File: src/rtl/seq_subtractor_64.sv
// -----------------------------------------------------------------------------
// seq_subtractor_64
//
// Bit-serial-by-byte 64-bit subtractor. An accepted start latches A, B and
// Bin. The block then processes one 8-bit slice per clock, least significant
// slice first, and pulses done for one cycle when diff and Bout are valid.
//
// Optional feature: define SEQ_SUB_OVERFLOW_EN to add the signed-overflow
// output V. V is registered alongside Bout.
//
// Ports
//   clk    in   1   rising-edge clock
//   rst_n  in   1   asynchronous active-low reset
//   start  in   1   begin an operation (sampled only in IDLE)
//   A      in  64   minuend (latched on the accepting edge)
//   B      in  64   subtrahend (latched on the accepting edge)
//   Bin    in   1   borrow-in (latched on the accepting edge)
//   diff   out 64   (A - B - Bin) mod 2^64, built slice by slice
//   Bout   out  1   1 iff unsigned A < B + Bin
//   busy   out  1   high while slices are being processed
//   done   out  1   one-cycle pulse when diff/Bout are valid
//   V      out  1   signed overflow (only with SEQ_SUB_OVERFLOW_EN)
// -----------------------------------------------------------------------------
module seq_subtractor_64 (
  input  logic        clk,
  input  logic        rst_n,
  input  logic        start,
  input  logic [63:0] A,
  input  logic [63:0] B,
  input  logic        Bin,
  output logic [63:0] diff,
  output logic        Bout,
  output logic        busy,
  output logic        done
`ifdef SEQ_SUB_OVERFLOW_EN
  ,
  output logic        V
`endif
);

  typedef enum logic [1:0] {
    ST_IDLE = 2'd0,
    ST_CALC = 2'd1,
    ST_DONE = 2'd2
  } state_e;

  state_e      state_q, state_d;
  logic [63:0] a_q, a_d;
  logic [63:0] b_q, b_d;
  logic [63:0] diff_q, diff_d;
  logic [2:0]  k_q, k_d;
  logic        borrow_q, borrow_d;
  logic        bout_q, bout_d;
`ifdef SEQ_SUB_OVERFLOW_EN
  logic        v_q, v_d;
`endif

  // Current slice operands and the 9-bit slice result; bit 8 is the borrow out
  // of the slice because a negative result wraps into the top bit.
  logic [7:0] slice_a, slice_b;
  logic [8:0] slice_res;

  assign slice_a   = a_q[{k_q, 3'b000} +: 8];
  assign slice_b   = b_q[{k_q, 3'b000} +: 8];
  assign slice_res = {1'b0, slice_a} - {1'b0, slice_b} - {8'b0, borrow_q};

  // ---------------------------------------------------------------------------
  // State register
  // ---------------------------------------------------------------------------
  // NOTE: sequential state uses non-blocking assignments so every register
  // samples its _d value from before the edge, independent of block order.
  always_ff @(posedge clk or negedge rst_n) begin
    if (!rst_n) state_q <= ST_IDLE;
    else        state_q <= state_d;
  end

  // ---------------------------------------------------------------------------
  // Next-state logic
  // ---------------------------------------------------------------------------
  // NOTE: every variable assigned in a combinational block gets a default at
  // the top so no path leaves it unassigned and no latch is inferred.
  always_comb begin
    state_d = state_q;
    case (state_q)
      ST_IDLE: if (start) state_d = ST_CALC;
      ST_CALC: if (k_q == 3'd7) state_d = ST_DONE;
      ST_DONE: state_d = ST_IDLE;
      default: state_d = ST_IDLE;
    endcase
  end

  // ---------------------------------------------------------------------------
  // Outputs decoded from state
  // ---------------------------------------------------------------------------
  always_comb begin
    busy = (state_q == ST_CALC);
    done = (state_q == ST_DONE);
  end

  // ---------------------------------------------------------------------------
  // Datapath next-state
  // ---------------------------------------------------------------------------
  always_comb begin
    a_d      = a_q;
    b_d      = b_q;
    diff_d   = diff_q;
    k_d      = k_q;
    borrow_d = borrow_q;
    bout_d   = bout_q;
`ifdef SEQ_SUB_OVERFLOW_EN
    v_d      = v_q;
`endif
    case (state_q)
      ST_IDLE: begin
        if (start) begin
          a_d      = A;
          b_d      = B;
          borrow_d = Bin;
          k_d      = 3'd0;
        end
      end
      ST_CALC: begin
        diff_d[{k_q, 3'b000} +: 8] = slice_res[7:0];
        borrow_d = slice_res[8];
        k_d      = k_q + 3'd1;  // wraps back to 0 after slice 7
        if (k_q == 3'd7) begin
          bout_d = slice_res[8];
`ifdef SEQ_SUB_OVERFLOW_EN
          // slice_res[7] is the final diff[63] being written on this edge.
          v_d = (a_q[63] != b_q[63]) && (slice_res[7] != a_q[63]);
`endif
        end
      end
      default: ;
    endcase
  end

  // ---------------------------------------------------------------------------
  // Datapath registers
  // ---------------------------------------------------------------------------
  always_ff @(posedge clk or negedge rst_n) begin
    if (!rst_n) begin
      a_q      <= '0;
      b_q      <= '0;
      diff_q   <= '0;
      k_q      <= 3'd0;
      borrow_q <= 1'b0;
      bout_q   <= 1'b0;
`ifdef SEQ_SUB_OVERFLOW_EN
      v_q      <= 1'b0;
`endif
    end else begin
      a_q      <= a_d;
      b_q      <= b_d;
      diff_q   <= diff_d;
      k_q      <= k_d;
      borrow_q <= borrow_d;
      bout_q   <= bout_d;
`ifdef SEQ_SUB_OVERFLOW_EN
      v_q      <= v_d;
`endif
    end
  end

  assign diff = diff_q;
  assign Bout = bout_q;
`ifdef SEQ_SUB_OVERFLOW_EN
  assign V    = v_q;
`endif

endmodule

File: config.mk
export PLATFORM = sky130hd
export DESIGN_NAME = seq_subtractor_64
export DESIGN_NICKNAME = d
export VERILOG_FILES = /design/src/rtl/seq_subtractor_64.sv
export SDC_FILE = /design/constraint.sdc
export NUM_CORES = 1
export LEC_CHECK = 0
export CAP_MARGIN = 5
export CORE_ASPECT_RATIO = 1.5
export CORE_UTILIZATION = 30
export DETAILED_ROUTE_END_ITERATION = 12
export MAX_ROUTING_LAYER = met4
export PLACE_DENSITY = 0.58
export SKIP_CTS_REPAIR_TIMING = 1
export SYNTH_ARGS = -nofsm -noshare
export SYNTH_HDL_FRONTEND = slang
export SYNTH_SLANG_ARGS = --single-unit
File: constraint.sdc
create_clock -name clk -period 4.1 [get_ports clk]
set_input_delay 0.82 -clock clk [delete_from_list [all_inputs] [get_ports clk]]
set_output_delay 0.82 -clock clk [all_outputs]
set_load 0.01 [all_outputs]
==> results.txt, run 1 <==
The final instance area came out at about 12,000 um2. Clock tree synthesis found a total of 199 sinks. The library cell with the highest instance count after synthesis is dfrtp_1. Sorting the synthesized cells by how often they occur yields dfrtp_1 (199), mux2_2 (132), nand2_1 (102). The wire length per cell after detailed routing came out at 19.3 um.

The critical path arrival is about 4.1 ns. The placer congestion estimate is 0.820. The cell area after technology mapping came out at 9190 um2. The total number of vias is 6,285. The clock transition at the registers of the reported paths came out at 0.07 ns. The biggest cell delay along the critical path is 0.92 ns. The setup TNS is 0 ns. In the synthesized netlist, the number of instances is 712. The number of antenna violations at the first check in global routing is 0. The worst endpoint required time came out at 4.38 ns. The post-detailed-routing wire length came out at 25,400 um. The total count of max-transition violations in the final report is 0. The total number of placement rows came out at 78. The maximum clock insertion buffer count is 2. The CTS tree is yes. Traced cell by cell, the critical path runs through buf_4, mux4_2, mux2i_1, ha_1, inv_1, ha_1, a21bo_2, a21oi_1, o21a_1, nor3_1, o41ai_1. The slew at the pin closest to its max-slew limit came out at 1.21 ns. The number of hold violations in the final report came out at 0. The number of distinct library cells after synthesis is between 50 and 60.

The latest clock arrival within the worst-skew pair is between 0.4 and 0.5 ns. The largest total area in the synthesized netlist belongs to dfrtp_1. The total of endpoints with negative setup slack in the final report came out at 0. Of all flip-flops after synthesis, the portion carrying an async set or reset was 100%. The count of buffers inserted at the top-level ports came out at ~200. The worst setup path is of the flip-flop to flip-flop kind. The proportion of layout cells with a drive suffix above 1 came out at 24.8%. The area added between synthesis and finish is 33.3%. The total power per unit cell area is 1010 nW/um2. The endpoint class of the critical path is a flip-flop. The worst setup path is launched from a flip-flop.

The kind of cell with the highest combined delay along the critical path is simple AND/OR/NAND/NOR gates. The number of nets produced by synthesis came out at between 800 and 900. The sum of buffers and inverters on the critical path is 2.

The first TritonRoute pass finished after 4 iterations. The first-pass GRT wire length is a little under 40,000 um. By instance count, the cell type seen most on the critical path is ha_1. Of the synthesized area, sequential elements account for 54.2%. The count of state elements after synthesis is 199.

The number of top-level pins is 199. The initial cell density of the core is 30.5%. The analysis attributes to cell leakage a power of ~5.1 nW. The violation count after the first detailed-route iteration came out at approximately 280. On the critical path, the stage with the largest delay is an instance of nor3_1. The area share of the largest cell type after synthesis is between 50% and 60%. After synthesis, the cell types taking the most area are dfrtp_1 (54%), mux2_2 (16%), mux4_2 (7.3%). The repair_antennas step left the layout with diodes totalling 0. The area of the placeable core came out at roughly 30,000 um2. The top achievable clock speed is 0.263 GHz. Once placement finished, the instance area stood at 11,700 um2. The largest fanout on the critical path is 16.

Across the run, the number of max-cap violations was 0. The via count of the first global-routing pass came out at 6,710. Among all flip-flop cells after synthesis, the most frequent one is dfrtp_1.

The largest net degree at the start of global routing is 84. The portion of the clock cycle consumed by the worst path in the final layout came out at 92.7%. The worst hold path class is input pin to asynchronous set/reset pin. CTS built an H-tree with a depth of 4.

The number of buffers added by the clock tree synthesis step is 17. The number of nets with antenna violations after detailed routing is 0. The count of flip-flops with a built-in enable after synthesis is 0. The per-instance average area after synthesis came out at 12.9 um2. Setup repair after global routing left no endpoint under its margin. The height of the die is 216 um. The combined global-route utilization of all metal layers came out at 17.5%.

IR analysis of the VDD net gives a maximum drop of 1110 uV. The headroom to the max-slew limit is a little under a fifth. The clock root buffer is clkbuf_16.

The flow ran to the end, and the final reports show no timing, DRC or antenna violations. The post-route minimum period came out at between 3 and 4 ns. Yosys printed 0 warnings. The number of remaining DRC errors came out at 0. The die covers 31,400 um2. The number of filler instances in the final layout came out at about 2,900. The die extent in x came out at around 140 um. The overall power came out at 12.4 mW. The worst-case clock skew came out at around 0.014 ns.

The sum of overflow across all layers after global routing is 0. The post-layout net count is roughly 1,100. The post-detailed-route via-to-cell ratio came out at 4.77. The half-perimeter wire length after placement is 19,300 um.
==> path summary, 6_finish.rpt <==
path                                 startpoint              endpoint  slack (ns)  cells after the start
setup / recovery             k_q[0]$_DFFE_PN0P_  diff[46]$_DFFE_PN0P_        0.30                     11
hold reg to reg            diff[29]$_DFFE_PN0P_  diff[29]$_DFFE_PN0P_        0.47                      2
min in group clk           diff[29]$_DFFE_PN0P_  diff[29]$_DFFE_PN0P_        0.47                      2
hold / removal                            rst_n  diff[58]$_DFFE_PN0P_        0.41                      1
max in group asynchronous                 rst_n    k_q[1]$_DFFE_PN0P_        2.73                      2
setup reg to reg             k_q[0]$_DFFE_PN0P_  diff[46]$_DFFE_PN0P_        0.30                     11
==> report_power, final <==
part,switching [mW],total (mW),internal (mW)
combinational,4.16,7.24,3.08
sequential,0.557,3.46,2.90
clock,0.831,1.66,0.825
total,5.55,12.4,6.80
==> per-layer routing <==
metal / GRT usage (%) / wire length (um) / share of wire (%)
met1: 18.6 / 9620 / 38
met2: 32.5 / 14400 / 57
met3: 2.59 / 883 / 3.5
met4: 6.74 / 530 / 2.1
met5: - / 0 / 0
==> flip-flops by register name, summed over array words and instances (netlist names) <==
name and flops:
state_q 2, b_q 64, k_q 3, a_q 64
borrow_q 1, Bout 1, diff 64
==> metrics by stage <==
step	setup WS, ns	hold WS, ns	util (%)	std cells
6_report	0.301	0.410	40.7	1318
5_1_grt	0.0436	0.457	40.7	1318
4_1_cts	0.283	0.433	40.7	1318
3_5_place_dp	0.299	0.461	38.7	1286
3_3_place_gp	0.375	0.461	38.7	1286
2_1_floorplan	0.391	0.475	-	712
==> logic make-up after synthesis <==
| logic type | count (synthesis) | share of synthesized area [%] |
|---|---|---|
| flops | 199 | 54.2 |
| compound gates | 86 | 6.46 |
| xor+xnor | 2 | 0.272 |
| buf+inv | 64 | 3.02 |
| mux | 172 | 24.7 |
| simple gates | 168 | 8.40 |
| fa+ha+maj | 21 | 3.02 |
==> placed cells by master (no fill, tap or decap), types with 3 or more instances in the layout <==
master	Yosys	final
dfrtp_1	199	197
clkdlybuf4s50_1	0	197
mux2_2	132	132
nand2_1	102	102
o21ai_0	31	31
mux4_2	30	30
o31ai_1	23	23
inv_1	19	19
ha_1	19	19
clkbuf_16	0	17
nand3_1	15	15
buf_4	0	15
nor3_1	10	10
mux2i_1	9	9
o41ai_1	8	8
or4_1	8	8
nor2_1	7	7
nand4_1	5	5
inv_8	0	5
nor2b_1	5	4
buf_12	0	4
nand2b_1	3	3
a22o_1	3	3
inv_6	0	3
==> final cells by class <==
cell class | instances | area [um2] | share of cell area, %
multi-input combinational | 449 | 3940 | 32.2
clock inverter | 14 | 136 | 1.11
sequential | 199 | 4980 | 40.6
clock buffer | 18 | 439 | 3.58
timing repair buffer | 217 | 2180 | 17.8
inverter | 21 | 78.8 | 0.643
tap | 400 | 500 | 4.08
Power figures use the tool's default switching activity.
==> run 2, diff against run 1 <==
- GPL_TIMING_DRIVEN: unset -> 1
==> results of run 2 <==
No change in the layout: final DEF, timing and power equal those of run 1.
==> run 3, diff against run 2 <==
- ABC_AREA: unset -> 1
- CORE_ASPECT_RATIO: 1.5 -> 0.8
==> run 3 against run 2 <==
Net effect:
- non-clock buffer count fell by 4
- fmax rose by 10%
- clock power barely moved
- via count rose by 29%
- register-to-register slack improved by 0.35 ns
==> results.txt, run 3 <==
Result of the run: finished clean (unchanged). The portion of the clock cycle consumed by the worst path in the final layout is 84.2% (was 92.7%). The wire length per cell after detailed routing came out at 16.1 um (was 19.3 um). The post-layout net count is 1,478 (was 1,058).

The number of hold violations in the final report is 0 (unchanged). The top achievable clock speed is 0.290 GHz (was 0.263 GHz). The kind of critical path is flip-flop to flip-flop (unchanged). The slew at the pin closest to its max-slew limit is 0.761 ns (was 1.21 ns).

The max-cap check violation count came out at 0 (unchanged). The reg-to-reg startpoint is k_q[0]$_DFFE_PN0P_ (unchanged). The count of state elements after synthesis is 199 (unchanged). The share of synthesized cell area in full adder, half adder and majority cells is 2.98% (was 3.02%). The number of remaining DRC errors came to 0 (unchanged). The setup slack on the worst flop-to-flop path was 0.65 ns (was 0.30 ns). The kind of start point of the critical path is a flip-flop (unchanged).

Leading post-synthesis cells by cell area: dfrtp_1 (54%), nand2_1 (20%), nor2_1 (4.5%) (was dfrtp_1 (54%), mux2_2 (16%), mux4_2 (7.3%)). The most instantiated flip-flop cell in the synthesis netlist was dfrtp_1 (unchanged). The maximum clock insertion buffer count was 2 (unchanged). The headroom to the max-slew limit is 49.1% (was 18.9%). The post-synthesis share of cell area spent on xor and xnor gates came to 0.672% (was 0.272%).

The clock root buffer was clkbuf_16 (unchanged). The CTS tree is yes (unchanged). The via count of the first global-routing pass came out at 8,243 (was 6,710).

The total number of vias is 8,105 (was 6,285). The endpoint class of the critical path was a flip-flop (unchanged). The worst reg2reg path depth came out at 15 (was 11). The total of endpoints with negative setup slack in the final report is 0 (unchanged). The initial cell density of the core came to 30.6% (was 30.5%).

The clock transition at the registers of the reported paths is 0.08 ns (was 0.07 ns). Most instantiated cells after synthesis: nand2_1 (495), dfrtp_1 (199), nor2_1 (111) (was dfrtp_1 (199), mux2_2 (132), nand2_1 (102)). The post-detailed-route via-to-cell ratio came out at 4.63 (was 4.77). The synthesized instance count is 1,151 (was 712).

The number of distinct library cells after synthesis is 35 (was 53). The total count of max-transition violations in the final report is 0 (unchanged). The area of the placeable core is 30,500 um2 (was 30,200 um2). The combined global-route utilization of all metal layers came to 19.2% (was 17.5%).

The number of filler instances in the final layout came out at 3,116 (was 2,852). The total power per unit cell area is 980 nW/um2 (was 1010 nW/um2). The share of flip-flops with an asynchronous set or reset after synthesis came out at 100% (unchanged). The synthesis warning total came to 0 (unchanged). The number of nets produced by synthesis came out at 1,304 (was 865). The library cell with the highest instance count after synthesis is nand2_1 (was dfrtp_1). The standard cell area after detailed placement was 11,700 um2 (about the same).

The sum of overflow across all layers after global routing came out at 0 (unchanged). The worst hold path class is input pin to asynchronous set/reset pin (unchanged). The main combinational cell family by area after synthesis was simple AND/OR/NAND/NOR gates (was multiplexers).

The post-route minimum period was 3.45 ns (was 3.80 ns). The share of the yosys chip area belonging to registers came out at 53.5% (was 54.2%). The number of sinks on the clock net is 199 (unchanged). The number of nets with antenna violations after detailed routing was 0 (unchanged).

The first-pass iteration count of the detailed router came to 6 (was 4). The cell area after technology mapping came out at 9310 um2 (was 9190 um2). The violation count after the first detailed-route iteration is 670 (was 275).

The simple-gate share of the synthesized area came out at 28.5% (was 8.40%). The cell type contributing the most total cell area after synthesis is dfrtp_1 (unchanged). The height of the die is 160 um (was 216 um). The count of flip-flops with a built-in enable after synthesis came out at 0 (unchanged). The depth of the CTS H-tree is 4 (unchanged).

Unrepaired setup endpoints after global routing: false (unchanged). The setup TNS is 0 ns (unchanged). The number of top-level pins is 199 (unchanged). The number of buffers added by the clock tree synthesis step came out at 17 (unchanged). Leading cell types in the layout, fill and taps excluded: nand2_1 (495), dfrtp_1 (198), clkdlybuf4s50_1 (197), nor2_1 (110), o21ai_0 (78) (was dfrtp_1 (197), clkdlybuf4s50_1 (197), mux2_2 (132), nand2_1 (102), o21ai_0 (31)).

The first-pass GRT wire length is 45,300 um (was 39,500 um). The largest net degree at the start of global routing is 131 (was 84). The maximum ir drop on the vdd rail came to 602 uV (was 1110 uV). The area share of the largest cell type after synthesis is 53.5% (was 54.2%). The synthesized-area fraction occupied by ao, oa, aoi and oai cells is 9.49% (was 6.46%). The area of the die came out at 31,700 um2 (was 31,400 um2).

The count of buffers inserted at the top-level ports came to 198 (unchanged). The reg-to-reg critical path endpoint was diff[62]$_DFFE_PN0P_ (was diff[46]$_DFFE_PN0P_). The latest clock arrival within the worst-skew pair is 0.44 ns (was 0.45 ns). The per-instance average area after synthesis came out at 8.09 um2 (was 12.9 um2). The die extent in x is 199 um (was 145 um). The largest fanout on the critical path came out at 30 (was 16). The standby leakage power is 5.82 nW (was 5.07 nW). The half-perimeter wire length after placement came out at 20,600 um (was 19,300 um). The post-detailed-routing wire length is 28,200 um (was 25,400 um). The library cell used most frequently in the layout, excluding fill and tap cells, is nand2_1.

The overall power was 12.1 mW (was 12.4 mW). The critical path arrival was 3.81 ns (was 4.08 ns). The total number of placement rows is 57 (was 78). The placer congestion estimate is 0.856 (was 0.820). The multiplexer share of the synthesized area is 0.121% (was 24.7%).

The proportion of layout cells with a drive suffix above 1 is 6.43% (was 24.8%). The worst-case clock skew came out at 0.0102 ns (was 0.0137 ns). The final instance area came out at 12,300 um2 (about the same).

The area added between synthesis and finish is 32.2% (was 33.3%). The worst endpoint required time came out at 4.45 ns (was 4.38 ns). The number of antenna violations at the first check in global routing came out at 1 (was 0).
[run 3: cell types whose count changed in the layout (fill, tap and decap cells not counted), moves of 19 or more]
| cell | previous run | this run |
|---|---|---|
| o31ai_1 | 23 | 0 |
| inv_1 | 19 | 38 |
| a21oi_1 | 1 | 26 |
| o21ai_0 | 31 | 78 |
| nor2_1 | 7 | 110 |
| mux2_2 | 132 | 1 |
| nand2_1 | 102 | 495 |
| mux4_2 | 30 | 0 |
| o21ai_1 | 2 | 24 |
[run 3: worst max-delay path, cell delays in order, from the launching register on]
cell and delay [ns]:
dfrtp_2 0.43, inv_2 0.38, buf_4 0.33, o21ai_0 0.11, o221ai_1 0.16, o21ai_0 0.18, ha_1 0.32, inv_1 0.04
ha_1 0.44, inv_1 0.07, nor2_1 0.11, nor2_1 0.05, xor2_1 0.16, nor2_1 0.28, nand3_1 0.14, o21ai_0 0.16
[run 3: logic make-up (layout without fill, tap and decap cells)]
| family | after synthesis | in the layout |
|---|---|---|
| simple gates | 650 | 650 |
| flops | 199 | 199 |
| compound gates | 162 | 162 |
| buf+inv | 113 | 299 |
| fa+ha+maj | 21 | 21 |
| xor+xnor | 5 | 5 |
| mux | 1 | 1 |
| other cells | 0 | 1 |
[run 3: area by class of cell]
class / instances / area, um2 / area share (%)
Inverter: 55 / 211 / 1.72
Clock buffer: 17 / 425 / 3.46
Timing Repair Buffer: 213 / 2140 / 17.4
Clock inverter: 14 / 144 / 1.17
Sequential cell: 199 / 4980 / 40.5
Tap cell: 413 / 517 / 4.20
Multi-Input combinational cell: 839 / 3890 / 31.6
Antenna cell: 1 / 2.50 / 0.0203
[run 3: stage by stage]
step	hold slack, ns	util (%)	setup WS, ns	instances
final	0.351	40.4	0.648	1751
after global routing	0.385	40.4	0.181	1751
after CTS	0.380	40.4	0.598	1750
after detailed placement	0.455	38.5	0.631	1719
after global placement	0.449	38.5	0.711	1719
after floorplan	0.437	-	1.01	1151
[run 3: worst max path at each step]
stage                  startpoint  slack, ns                    to  depth (start not counted)
6_report       k_q[0]$_DFFE_PN0P_       0.65  diff[62]$_DFFE_PN0P_                         15
4_1_cts        k_q[0]$_DFFE_PN0P_       0.60  diff[62]$_DFFE_PN0P_                         15
2_1_floorplan  k_q[0]$_DFFE_PN0P_       1.01  diff[62]$_DFFE_PN0P_                         19
5_1_grt        k_q[0]$_DFFE_PN0P_       0.18  diff[62]$_DFFE_PN0P_                         17
3_3_place_gp   k_q[0]$_DFFE_PN0P_       0.71  diff[62]$_DFFE_PN0P_                         15
3_5_place_dp   k_q[0]$_DFFE_PN0P_       0.63  diff[54]$_DFFE_PN0P_                         15
[run 3: metal layers]
layer | vias up | GRT usage, % | share of wire, %
li1 | 4006 | - | -
met1 | 3827 | 28.1 | 51
met2 | 240 | 26.3 | 42
met3 | 32 | 4.05 | 5.9
met5 | - | - | 0
met4 | 0 | 5.31 | 1.9
[run 3: power by group]
group | switching [mW] | internal (mW)
combinational | 4.39 | 2.60
sequential | 0.589 | 2.85
clock | 0.824 | 0.805
==> patch 1: new RTL, config.mk and constraints of run 3 <==
Add a define of `SEQ_SUB_OVERFLOW_EN`.
--- a/src/rtl/seq_subtractor_64.sv
+++ b/src/rtl/seq_subtractor_64.sv
@@ -21,6 +21,8 @@
 //   done   out  1   one-cycle pulse when diff/Bout are valid
 //   V      out  1   signed overflow (only with SEQ_SUB_OVERFLOW_EN)
 // -----------------------------------------------------------------------------
+`define SEQ_SUB_OVERFLOW_EN
+
 module seq_subtractor_64 (
   input  logic        clk,
   input  logic        rst_n,
Formal check against the unedited RTL (old outputs only; new: V): equivalent (equiv_simple and equiv_induct, registers matched by name and starting in step).
==> patch 1 against run 3 <==
- sequential cell count up 1
- power up 0.83%
- setup slack worse by 0.044 ns
- critical path depth up 2
- routed wire length up 3.7%
- final area up 0.48%
- synthesized area up 0.55%
- clock skew up 0.0067 ns
- highest routed layer unchanged
==> patch 1: results (changes against run 3) <==
finalClockSkew_ns: 0.0169  # was 0.0102 ns
inverters_excl_clock: 53  # was 55
grt_use_met2: 0.285  # was 0.263
slew_headroom: 0.372  # was 0.491
vias: 8145  # was 8105
postSynthCellCount: 1157  # was 1151
path_max_fanout: 33  # was 30
n_fill_cell: 3144  # was 3116
ys_top_cells_by_area: "dfrtp_1 (53%), nand2_1 (20%), nor2_1 (4.6%)"  # was dfrtp_1 (54%), nand2_1 (20%), nor2_1 (4.5%)
dpl_cell_area_mm2: 0.0118  # was 0.0117 mm²
num-nonclk-buffers: 214  # was 213
wl_met3_um: 1950  # was 1660 µm
grt_pass1_wl_um: 46100  # was 45300 µm
dp_hpwl_um: 21400  # was 20600 µm
ir_drop_v: 0.000547  # was 0.000602 V
crit_path_end_kind: "register"  # unchanged
antenna_cells: 0  # was 1
sh_seq_area: 0.405  # about the same
grt_max_degree: 132  # was 131
worstHoldPathType: "register to register"  # was primary input to asynchronous set/reset pin
seq_area_frac_synth: 0.535  # about the same
r2r_cells: 17  # was 15
drive_gt1_frac: 0.0632  # was 0.0643
gp_congestion: 0.817  # was 0.856
rrSetupSlack_ns: 0.60  # was 0.65 ns
use_met3: 0.0444  # was 0.0405
numCtsBuffers: 17  # unchanged
top_layer_used: "met4"  # unchanged
die_x_um: 199  # about the same
io_buffers: 199  # was 198
dr.pass1.iters: 5  # was 6
grt_pass1_vias: 8273  # was 8243
layout_min_cycle_time_ns: 3.50  # was 3.45 ns
fin_cells: 1757  # was 1751
hp-start: "a_q[11]"
grt_use_total: 0.197  # was 0.192
grt_util_met1: 0.281  # about the same
holdWs_ns: 0.468  # was 0.351 ns
ys_top_cells_by_count: "nand2_1 (496), dfrtp_1 (200), nor2_1 (115)"  # was nand2_1 (495), dfrtp_1 (199), nor2_1 (111)
drt_iter0_drc: 595  # was 670
antenna_found_initial: 0  # was 1
dr_wl_met2_um: 12800  # was 11700 µm
multi_input_area_share: 0.317  # was 0.316
num-multi-input-gates: 846  # was 839
bufAreaShareNonClock: 0.174  # about the same
max-clock-path-buffers: 2  # unchanged
p_per_area_mw_per_mm2: 983  # was 980 mW/mm²
status: "finished clean"  # unchanged
arrival_ns: 3.86  # was 3.81 ns
synthesis.nets: 1310  # was 1304
place_inst: 1726  # was 1719
clockNetworkAreaShare: 0.0458  # was 0.0463
pre_cts_ws_ns: 0.622  # was 0.631 ns
ys_types: 32  # was 35
final_nets: 1485  # was 1478
drt-met1-wl_um: 14300  # about the same
wl_per_cell_um: 16.6  # was 16.1 µm
nClkBuffers: 19  # was 17
power.leakage_nw: 5.85  # was 5.82 nW
design.seq.count: 200  # was 199
patch 1: cell families (layout without fill, tap and decap cells):
family / Yosys count / in the layout / synth area share
compound gates: 163 / 163 / 0.0945
xor+xnor: 6 / 6 / 0.00722
fa+ha+maj: 21 / 21 / 0.0297
buf+inv: 111 / 298 / 0.0471
flops: 200 / 200 / 0.535
simple gates: 656 / 656 / 0.287
patch 1: where the power goes:
group / switching (mW) / internal, mW / total (mW)
Combinational: 4.43 / 2.57 / 7.00
Sequential: 0.640 / 2.87 / 3.51
Clock: 0.820 / 0.830 / 1.65
patch 1: worst max-delay path, cell delays in order, from the launching register on:
cell and delay [ns]:
dfrtp_2 0.43, inv_2 0.07, buf_4 0.22, o21ai_0 0.23, o22ai_1 0.13, o21ai_0 0.45
ha_1 0.24, inv_1 0.04, ha_1 0.34, nand2_1 0.11, nand2_1 0.10, a21oi_1 0.14
nor2_1 0.05, nor2_1 0.11, xor2_1 0.10, nor2_1 0.32, nand3_1 0.15, o21ai_0 0.19
==> patch 2: new RTL, flow settings as in run 3 <==
Made on the original files. Reset style: synchronous (`rst_n`), changed in 2 clocked blocks. Comments in the files are not updated.
--- a/src/rtl/seq_subtractor_64.sv
+++ b/src/rtl/seq_subtractor_64.sv
@@ -69,7 +69,7 @@
   // ---------------------------------------------------------------------------
   // NOTE: sequential state uses non-blocking assignments so every register
   // samples its _d value from before the edge, independent of block order.
-  always_ff @(posedge clk or negedge rst_n) begin
+  always_ff @(posedge clk) begin
     if (!rst_n) state_q <= ST_IDLE;
     else        state_q <= state_d;
   end
@@ -138,7 +138,7 @@
   // ---------------------------------------------------------------------------
   // Datapath registers
   // ---------------------------------------------------------------------------
-  always_ff @(posedge clk or negedge rst_n) begin
+  always_ff @(posedge clk) begin
     if (!rst_n) begin
       a_q      <= '0;
       b_q      <= '0;
Formal check against the unedited RTL: differs if rst_n is asserted again (counterexample within 4 cycles, from zero or initial values and one cycle with rst_n low); with rst_n held inactive, the same outputs for 10 cycles.
==> patch 2 against run 3 <==
- synthesized area shrank 6.7%
- final area shrank 6.6%
- sequential cell count is the same
- count of clock-buffer cells in the layout grew 3
- clock skew grew 0.0029 ns
- highest routed layer unchanged
- routed wire length shrank 3.7%
- setup slack lost 0.15 ns
- cell count shrank 1.9%
- die area shrank 6.7%
- critical endpoint is now diff[61]
Power is not compared: it rests on default switching activity, and its combinational part moved more than twofold at a synthesized area within 25%.
==> patch 2: results (changes against run 3) <==
r2r_cells: 18  # was 15
numCtsBuffers: 17  # unchanged
cts-root-buf: "clkbuf_16"  # unchanged
hold_violations: 0  # unchanged
ys.flop_type: "dfxtp_1"  # was dfrtp_1
ys_top_cells_by_area: "dfxtp_1 (46%), nor2_1 (16%), o21ai_0 (15%)"  # was dfrtp_1 (54%), nand2_1 (20%), nor2_1 (4.5%)
hold_end: "b_q[27]"
grt_max_degree: 99  # was 131
worstHoldPathType: "register to register"  # was primary input to asynchronous set/reset pin
arrival_ns: 3.97  # was 3.81 ns
grt_pass1_vias: 7977  # was 8243
syn_avg_cell_area_um2: 7.29  # was 8.09 µm²
insertion_delay_ns: 0.44  # about the same
htreeDepth: 4  # unchanged
drt_iter0_drc: 692  # was 670
ys_types: 36  # was 35
place_inst: 1684  # was 1719
hp-start: "b_q[27]"
path_max_fanout: 36  # was 30
seq_area_frac_synth: 0.459  # was 0.535
dpl_cell_area_mm2: 0.0109  # was 0.0117 mm²
clkTransAtPathRegs_ns: 0.07
dr.pass1.iters: 7  # was 6
grt_use_total: 0.190  # was 0.192
max-clock-path-buffers: 2  # unchanged
gp_congestion: 0.828  # was 0.856
final_nets: 1486  # was 1478
async_flop_share: 0  # was 1.00
worst_slew_pin_slew_ns: 0.970  # was 0.761 ns
drive_gt1_frac: 0.0550  # was 0.0643
r2r-start: "k_q[0]"  # unchanged
viasPerCell: 4.84  # was 4.63
antenna_found_initial: 1  # unchanged
status: "finished clean"  # unchanged
ys_top_cells_by_count: "nor2_1 (377), o21ai_0 (253), dfxtp_1 (199)"  # was nand2_1 (495), dfrtp_1 (199), nor2_1 (111)
wl_um: 27100  # was 28200 µm
rrSetupSlack_ns: 0.50  # was 0.65 ns
dp_hpwl_um: 19800  # was 20600 µm
r2r-end: "diff[61]"  # was diff[62]
n_fill_cell: 2916  # was 3116
grt_pass1_wl_um: 42400  # was 45300 µm
power.leakage_nw: 4.49
hold_depth: 2
synthesis.nets: 1343  # was 1304
finalClockSkew_ns: 0.0132  # was 0.0102 ns
io_buffers: 198  # unchanged
fin_cells: 1717  # was 1751
yosysWarnings: 0  # unchanged
ir_drop_v: 0.000325
==> patch 2: logic make-up after synthesis <==
kind of cell / after synthesis / share of synthesized area
fa+ha+maj: 21 / 0.0320
buf+inv: 140 / 0.0633
compound gates: 353 / 0.213
simple gates: 472 / 0.226
flops: 199 / 0.459
xor+xnor: 5 / 0.00678
==> patch 2: area by class of cell <==
cell class | instances | area, µm² | area share
repair buffers | 211 | 2130 | 0.185
inverters | 53 | 201 | 0.0175
multi-input cells | 851 | 4150 | 0.361
clock inverters | 12 | 116 | 0.0101
clock buffers | 20 | 447 | 0.0389
diodes | 1 | 2.50 | 0.000218
well taps | 370 | 463 | 0.0403
flip-flops and latches | 199 | 3990 | 0.347
==> patch 2: how the worst max path moves through the flow <==
| stage | start | to | slack, ns |
|---|---|---|---|
| after detailed placement | k_q[0] | diff[61] | 0.50 |
| after global placement | k_q[0] | diff[45] | 0.63 |
| after global routing | k_q[0] | diff[13] | 0.14 |
| final | k_q[0] | diff[61] | 0.50 |
| after floorplan | k_q[0] | diff[22] | 1.06 |
| after CTS | k_q[0] | diff[61] | 0.50 |
==> patch 2: power by group <==
part	leakage, nW	internal [mW]	switching [mW]	total [mW]
clock	0.272	0.865	0.776	1.64
sequential	1.64	2.05	0.0741	2.13
combinational	2.59	0.401	0.586	0.987
total	4.49	3.32	1.44	4.76
==> patch 2: per-stage QoR <==
step / setup slack (ns) / hold WS, ns / util / power, mW
after floorplan: 1.06 / 0.444 / - / 2.78
after global placement: 0.631 / 0.458 / 0.386 / 3.15
after detailed placement: 0.505 / 0.467 / 0.386 / 3.16
after CTS: 0.496 / 0.484 / 0.405 / 4.79
after global routing: 0.144 / 0.502 / 0.405 / 5.00
final: 0.497 / 0.480 / 0.405 / 4.76
==> patch 2: per-layer routing <==
layer	global-route usage	routed length, µm	vias to the layer above
met5	-	0	-
met4	0.0484	333	0
met3	0.0361	1940	22
met2	0.270	11300	269
met1	0.272	13600	3793
li1	-	-	4223
==> patch 2: critical path: stages (launching register included) <==
cell,delay (ns)
dfxtp_2,0.34
inv_2,0.42
buf_4,0.32
o21ai_0,0.10
o22ai_1,0.18
nor2_1,0.07
a31oi_1,0.26
ha_1,0.28
inv_1,0.06
ha_1,0.28
nand2_1,0.11
nor2_1,0.05
a211oi_1,0.23
nand2_2,0.12
xor2_2,0.23
nand2_1,0.10
nor2_2,0.14
nand2_1,0.09
a21oi_1,0.15
